### src/rtl/spi_reg_writer_pkg.sv
// Shared types and constants for the SPI register-write decoder.
// Frames are byte-oriented: one address byte followed by auto-incrementing data bytes.
package spi_reg_writer_pkg;

    typedef enum logic [1:0] {
        IDLE = 2'd0,
        ADDR = 2'd1,
        DATA = 2'd2
    } spi_state_t;

    localparam int SPI_BYTE_W = 8;
    localparam int BIT_CNT_W  = 3;

    localparam logic [BIT_CNT_W-1:0] LAST_BIT = BIT_CNT_W'(SPI_BYTE_W - 1);

endpackage

### src/rtl/spi_reg_writer_edge.sv
// Edge detector: registered previous value plus combinational rise/fall pulses.
// RESET_VAL chooses what the "previous" sample looks like right after reset.
module edge_detect #(
    parameter logic RESET_VAL = 1'b0
) (
    input  logic clk,
    input  logic reset,
    input  logic din,
    output logic rise,
    output logic fall
);

    logic prev_reg;

    always_ff @(posedge clk or posedge reset) begin
        if (reset) begin
            prev_reg <= RESET_VAL;
        end else begin
            prev_reg <= din;
        end
    end

    assign rise = din & ~prev_reg;
    assign fall = ~din & prev_reg;

endmodule

### src/rtl/spi_reg_writer.sv
// SPI mode 0, MSB-first frame decoder producing register-write strobes.
// Byte 0 of a frame sets the start address; each later byte writes and advances it.
module spi_reg_writer
    import spi_reg_writer_pkg::*;
#(
    parameter int ADDR_W = 6,
    parameter int DATA_W = SPI_BYTE_W
) (
    input  logic              clk,
    input  logic              reset,
    input  logic              sclk_i,
    input  logic              cs_n_i,
    input  logic              mosi_i,
    output logic              wr_en,
    output logic [ADDR_W-1:0] wr_addr,
    output logic [DATA_W-1:0] wr_data,
    output logic              busy
);

    spi_state_t             state_reg,   state_next;
    logic [SPI_BYTE_W-1:0]  shift_reg,   shift_next;
    logic [BIT_CNT_W-1:0]   bit_cnt_reg, bit_cnt_next;
    logic [ADDR_W-1:0]      addr_reg,    addr_next;
    logic                   wr_en_reg,   wr_en_next;
    logic [ADDR_W-1:0]      wr_addr_reg, wr_addr_next;
    logic [DATA_W-1:0]      wr_data_reg, wr_data_next;

    logic                   sclk_rise;
    logic                   sclk_fall;
    logic                   sample;
    logic                   last_bit;
    logic [SPI_BYTE_W-1:0]  byte_in;

    // Previous sclk resets high so a clock already high at reset release is not an edge.
    edge_detect #(
        .RESET_VAL (1'b1)
    ) u_sclk_edge (
        .clk   (clk),
        .reset (reset),
        .din   (sclk_i),
        .rise  (sclk_rise),
        .fall  (sclk_fall)
    );

    assign sample   = sclk_rise & ~cs_n_i;
    assign last_bit = (bit_cnt_reg == LAST_BIT);
    assign byte_in  = {shift_reg[SPI_BYTE_W-2:0], mosi_i};

    always_ff @(posedge clk or posedge reset) begin
        if (reset) begin
            state_reg   <= IDLE;
            shift_reg   <= '0;
            bit_cnt_reg <= '0;
            addr_reg    <= '0;
            wr_en_reg   <= 1'b0;
            wr_addr_reg <= '0;
            wr_data_reg <= '0;
        end else begin
            state_reg   <= state_next;
            shift_reg   <= shift_next;
            bit_cnt_reg <= bit_cnt_next;
            addr_reg    <= addr_next;
            wr_en_reg   <= wr_en_next;
            wr_addr_reg <= wr_addr_next;
            wr_data_reg <= wr_data_next;
        end
    end

    always_comb begin
        state_next   = state_reg;
        shift_next   = shift_reg;
        bit_cnt_next = bit_cnt_reg;
        addr_next    = addr_reg;
        wr_en_next   = 1'b0;
        wr_addr_next = wr_addr_reg;
        wr_data_next = wr_data_reg;

        if (cs_n_i) begin
            // Deselect drops any partial byte; a strobe already registered still fires.
            state_next   = IDLE;
            bit_cnt_next = '0;
        end else begin
            if (sample) begin
                shift_next   = byte_in;
                bit_cnt_next = bit_cnt_reg + 1'b1;
            end

            unique case (state_reg)
                IDLE: begin
                    state_next = ADDR;
                end
                ADDR: begin
                    if (sample && last_bit) begin
                        addr_next  = byte_in[ADDR_W-1:0];
                        state_next = DATA;
                    end
                end
                DATA: begin
                    if (sample && last_bit) begin
                        wr_en_next   = 1'b1;
                        wr_data_next = DATA_W'(byte_in);
                        wr_addr_next = addr_reg;
                        addr_next    = addr_reg + ADDR_W'(1);
                    end
                end
                default: begin
                    state_next = IDLE;
                end
            endcase
        end
    end

    assign wr_en   = wr_en_reg;
    assign wr_addr = wr_addr_reg;
    assign wr_data = wr_data_reg;
    assign busy    = (state_reg != IDLE);

endmodule

### config.mk
export PLATFORM = sky130hd
export DESIGN_NAME = spi_reg_writer
export DESIGN_NICKNAME = d
export VERILOG_FILES = /design/src/rtl/spi_reg_writer_pkg.sv /design/src/rtl/spi_reg_writer_edge.sv /design/src/rtl/spi_reg_writer.sv
export SDC_FILE = /design/constraint.sdc
export NUM_CORES = 1
export LEC_CHECK = 0
export BUFFER_PORTS_ARGS = -buffer_cell sky130_fd_sc_hd__buf_2
export CORE_AREA = 2 2 66 68
export DETAILED_ROUTE_END_ITERATION = 6
export DIE_AREA = 0 0 68 70
export MAX_ROUTING_LAYER = met4
export SYNTH_ARGS = -nofsm -noshare
export SYNTH_HDL_FRONTEND = slang
export SYNTH_SLANG_ARGS = --single-unit
export TNS_END_PERCENT = 50
### constraint.sdc
create_clock -name clk -period 2.6 [get_ports clk]
set_clock_uncertainty 0.1 [all_clocks]
set_input_delay 0.39 -clock clk [delete_from_list [all_inputs] [get_ports clk]]
set_output_delay 0.39 -clock clk [all_outputs]
set_load 0.02 [all_outputs]
==> reports/qor.yml <==
clock_network:
  cts_made_buffers: 5
  htreeDepth: 2
  cts_resized: 0
  cts_root_buf: "clkbuf_8"
  cts_buffer_depth: 2
  clk_pin_slew_ps: 70
  clock_latency_ps: 290
  tritoncts: "yes"
  post_cts_buffers: 0
  ctsHoldBuffers: 0
  clock-sinks: 34
finish:
  final_common_cell: "dfrtp_1"
  final_cell_mix: "dfrtp_1 (33), buf_2 (20), mux2_2 (11)"
  seqCellArea_um2: 852
  largest_reg_flops: 8
  syn2layout_area_growth_pct: 14.8
  nNetsFinal: 155
  multiInputGateArea_um2: 659
  drive_above_1_share_pct: 36.1
  num-fill-cells: 392
  diodes: 0
yosys:
  synth.avg_cell_area_um2: 13.1
  synth_top_area_share_pct: 52.4
  synth_compound_area_share_pct: 7.78
  yosys-top-cells-area: "dfrtp_1 (52%), mux2_2 (7.9%), mux2_4 (6.7%)"
  synth-simple-area-share_pct: 7.54
  syn-num-nets: 132
  synth-adder-area-share_pct: 5.56
  synth_cells: 120
  synth_top_family_by_area: "multiplexers"
  synth_area_um2: 1580
  synth-seq-cells: 34
  synth_top_area_cell: "dfrtp_1"
  synth_seq_area_share_pct: 54.0
  synthMuxAreaShare_pct: 20.4
  yosys.area_share.xor_xnor_pct: 0.556
  synth_cell_types: 31
  yosysWarningCount: 0
global_route:
  antenna_found_initial: 0
  grt_overflow: 0
  grt_pass1_vias: 1010
  track_usage_pct: 13.6
  grt_pass1_wl_um: 4640
  grt_max_degree: 35
die:
  die_area_um2: 4760
  start_util_pct: 38.0
  core_area_um2: 4140
  die_x_um: 68
  die_h_um: 70
  fp-row-count: 24
  pin_count: 21
critical_path:
  required_ps: 2670
  r2r_setup_slack_ps: 440
  r2r-end: "addr_reg[0]$_DFFE_PP0P_"
  end_kind: "flip-flop"
  cp-start-kind: "flip-flop"
  worstPathMaxFanout: 16
  reg2regPathDepth: 6
  criticalPathCategory: "reg2reg"
  critical_path_arrival_ps: 2230
  reg2reg_from: "state_reg[0]$_DFFE_PP0P_"
place:
  place.gp.congestion: 0.776
  portBuffers: 20
  post-place-ws_ps: 450
  dp_hpwl_um: 1890
drt:
  drt_iter0_drc: 19
  viasPerCell: 4.91
  drtPass1Iterations: 4
  drc_errors: 0
  avgRoutedWirePerCell_um: 13.4
  num_vias: 962
  drt-total-wl_um: 2640
  drt.antenna.violating_nets: 0
timing:
  fin_ws_ps: 445
  finalMaxSlewViolations: 0
  rsz0062_at_grt: "no"
  max_freq_mhz: 464
  hold_viol: 0
  finalCritPeriodShare_pct: 82.9
  slew_headroom_pct: 60.4
  fin_crit_ps: 2160
  finalSetupViolations: 0
  tightest_slew_ps: 594
  totalNegativeSetupSlack_ps: 0
worst_hold_path:
  min_path_type: "in2async"
outcome:
  status: "finished clean"
power:
  total_power_uw: 1580
  worst_ir_drop_vdd_uv: 510
  p_leak_uw: 0.000957
  p_per_area_nw_per_um2: 874
run:
  drv_cap: 0
[power by group]
| part | switching (uW) | internal, uW |
|---|---|---|
| combinational | 220 | 211 |
| clock | 190 | 212 |
| sequential | 113 | 636 |
[cells in the mapped netlist]
| library cell | n |
|---|---|
| dfrtp_1 | 33 |
| mux2_2 | 11 |
| nor2_1 | 9 |
| inv_1 | 8 |
| ha_1 | 7 |
| mux2_4 | 7 |
| mux2i_1 | 7 |
| a21oi_1 | 4 |
| o22a_1 | 4 |
| nand2_1 | 3 |
| nand3_1 | 3 |
| a31oi_1 | 2 |
| buf_4 | 2 |
| mux2_1 | 2 |
| o21ai_0 | 2 |
| a221o_1 | 1 |
| and2b_1 | 1 |
| and3_1 | 1 |
| and4bb_4 | 1 |
| buf_2 | 1 |
| buf_6 | 1 |
| clkbuf_1 | 1 |
| dfstp_2 | 1 |
| nand2_4 | 1 |
| nand2b_1 | 1 |
| nor2b_1 | 1 |
| nor3_1 | 1 |
| o21ba_2 | 1 |
| o21bai_4 | 1 |
| o22ai_1 | 1 |
| xnor2_1 | 1 |
[through the flow]
stage	cell area (um^2)	hold slack, ps	util (%)	std cells
after floorplan	1580	294	-	120
after global placement	1710	359	41.4	188
after detailed placement	1710	386	41.4	188
after CTS	1810	85.7	43.7	196
after global routing	1810	102	43.7	196
final	1810	78.1	43.7	196
[cell type report]
| cell class | instances | share of cell area (%) |
|---|---|---|
| clock inverter | 2 | 0.692 |
| multi-input combinational | 73 | 36.4 |
| timing repair buffer | 21 | 5.95 |
| tap | 52 | 3.60 |
| sequential | 34 | 47.1 |
| inverter | 8 | 1.66 |
| clock buffer | 6 | 4.56 |
[worst max-delay path by stage]
stage	slack (ps)	endpoint	startpoint	cells past startpoint
5_1_grt	270	addr_reg[0]$_DFFE_PP0P_	state_reg[0]$_DFFE_PP0P_	6
2_1_floorplan	860	wr_addr[0]$_DFFE_PP0P_	bit_cnt_reg[0]$_DFFE_PP0P_	6
6_report	440	addr_reg[0]$_DFFE_PP0P_	state_reg[0]$_DFFE_PP0P_	6
3_5_place_dp	450	addr_reg[0]$_DFFE_PP0P_	state_reg[0]$_DFFE_PP0P_	6
4_1_cts	430	addr_reg[0]$_DFFE_PP0P_	state_reg[0]$_DFFE_PP0P_	6
3_3_place_gp	590	addr_reg[0]$_DFFE_PP0P_	state_reg[0]$_DFFE_PP0P_	6
[kinds of logic (layout without fill, tap and decap cells)]
kind of cell,count (synthesis),after routing
AOI/OAI and AO/OA,16,16
xor gates and xnor gates,1,1
adders and majority gates,7,7
buffers and inverters,13,37
DFF,34,34
muxes,27,27
and+or+nand+nor,22,22
[worst max-delay path, cell delays in order (launching register included)]
cell and delay (ps):
dfrtp_1 410, inv_1 90, ha_1 540, nor2_1 160, o21bai_4 290, mux2i_1 130, a221o_1 320
[layer usage]
| metal | share of wire, % | global-route usage, % | vias to the layer above |
|---|---|---|---|
| met2 | 50 | 20.8 | 21 |
| met3 | 5.5 | 4.83 | 7 |
| met4 | 2.1 | 6.67 | 0 |
| li1 | - | - | 460 |
| met5 | 0 | - | - |
| met1 | 42 | 15.6 | 474 |
Note: power is estimated with default switching activity, not from simulation.
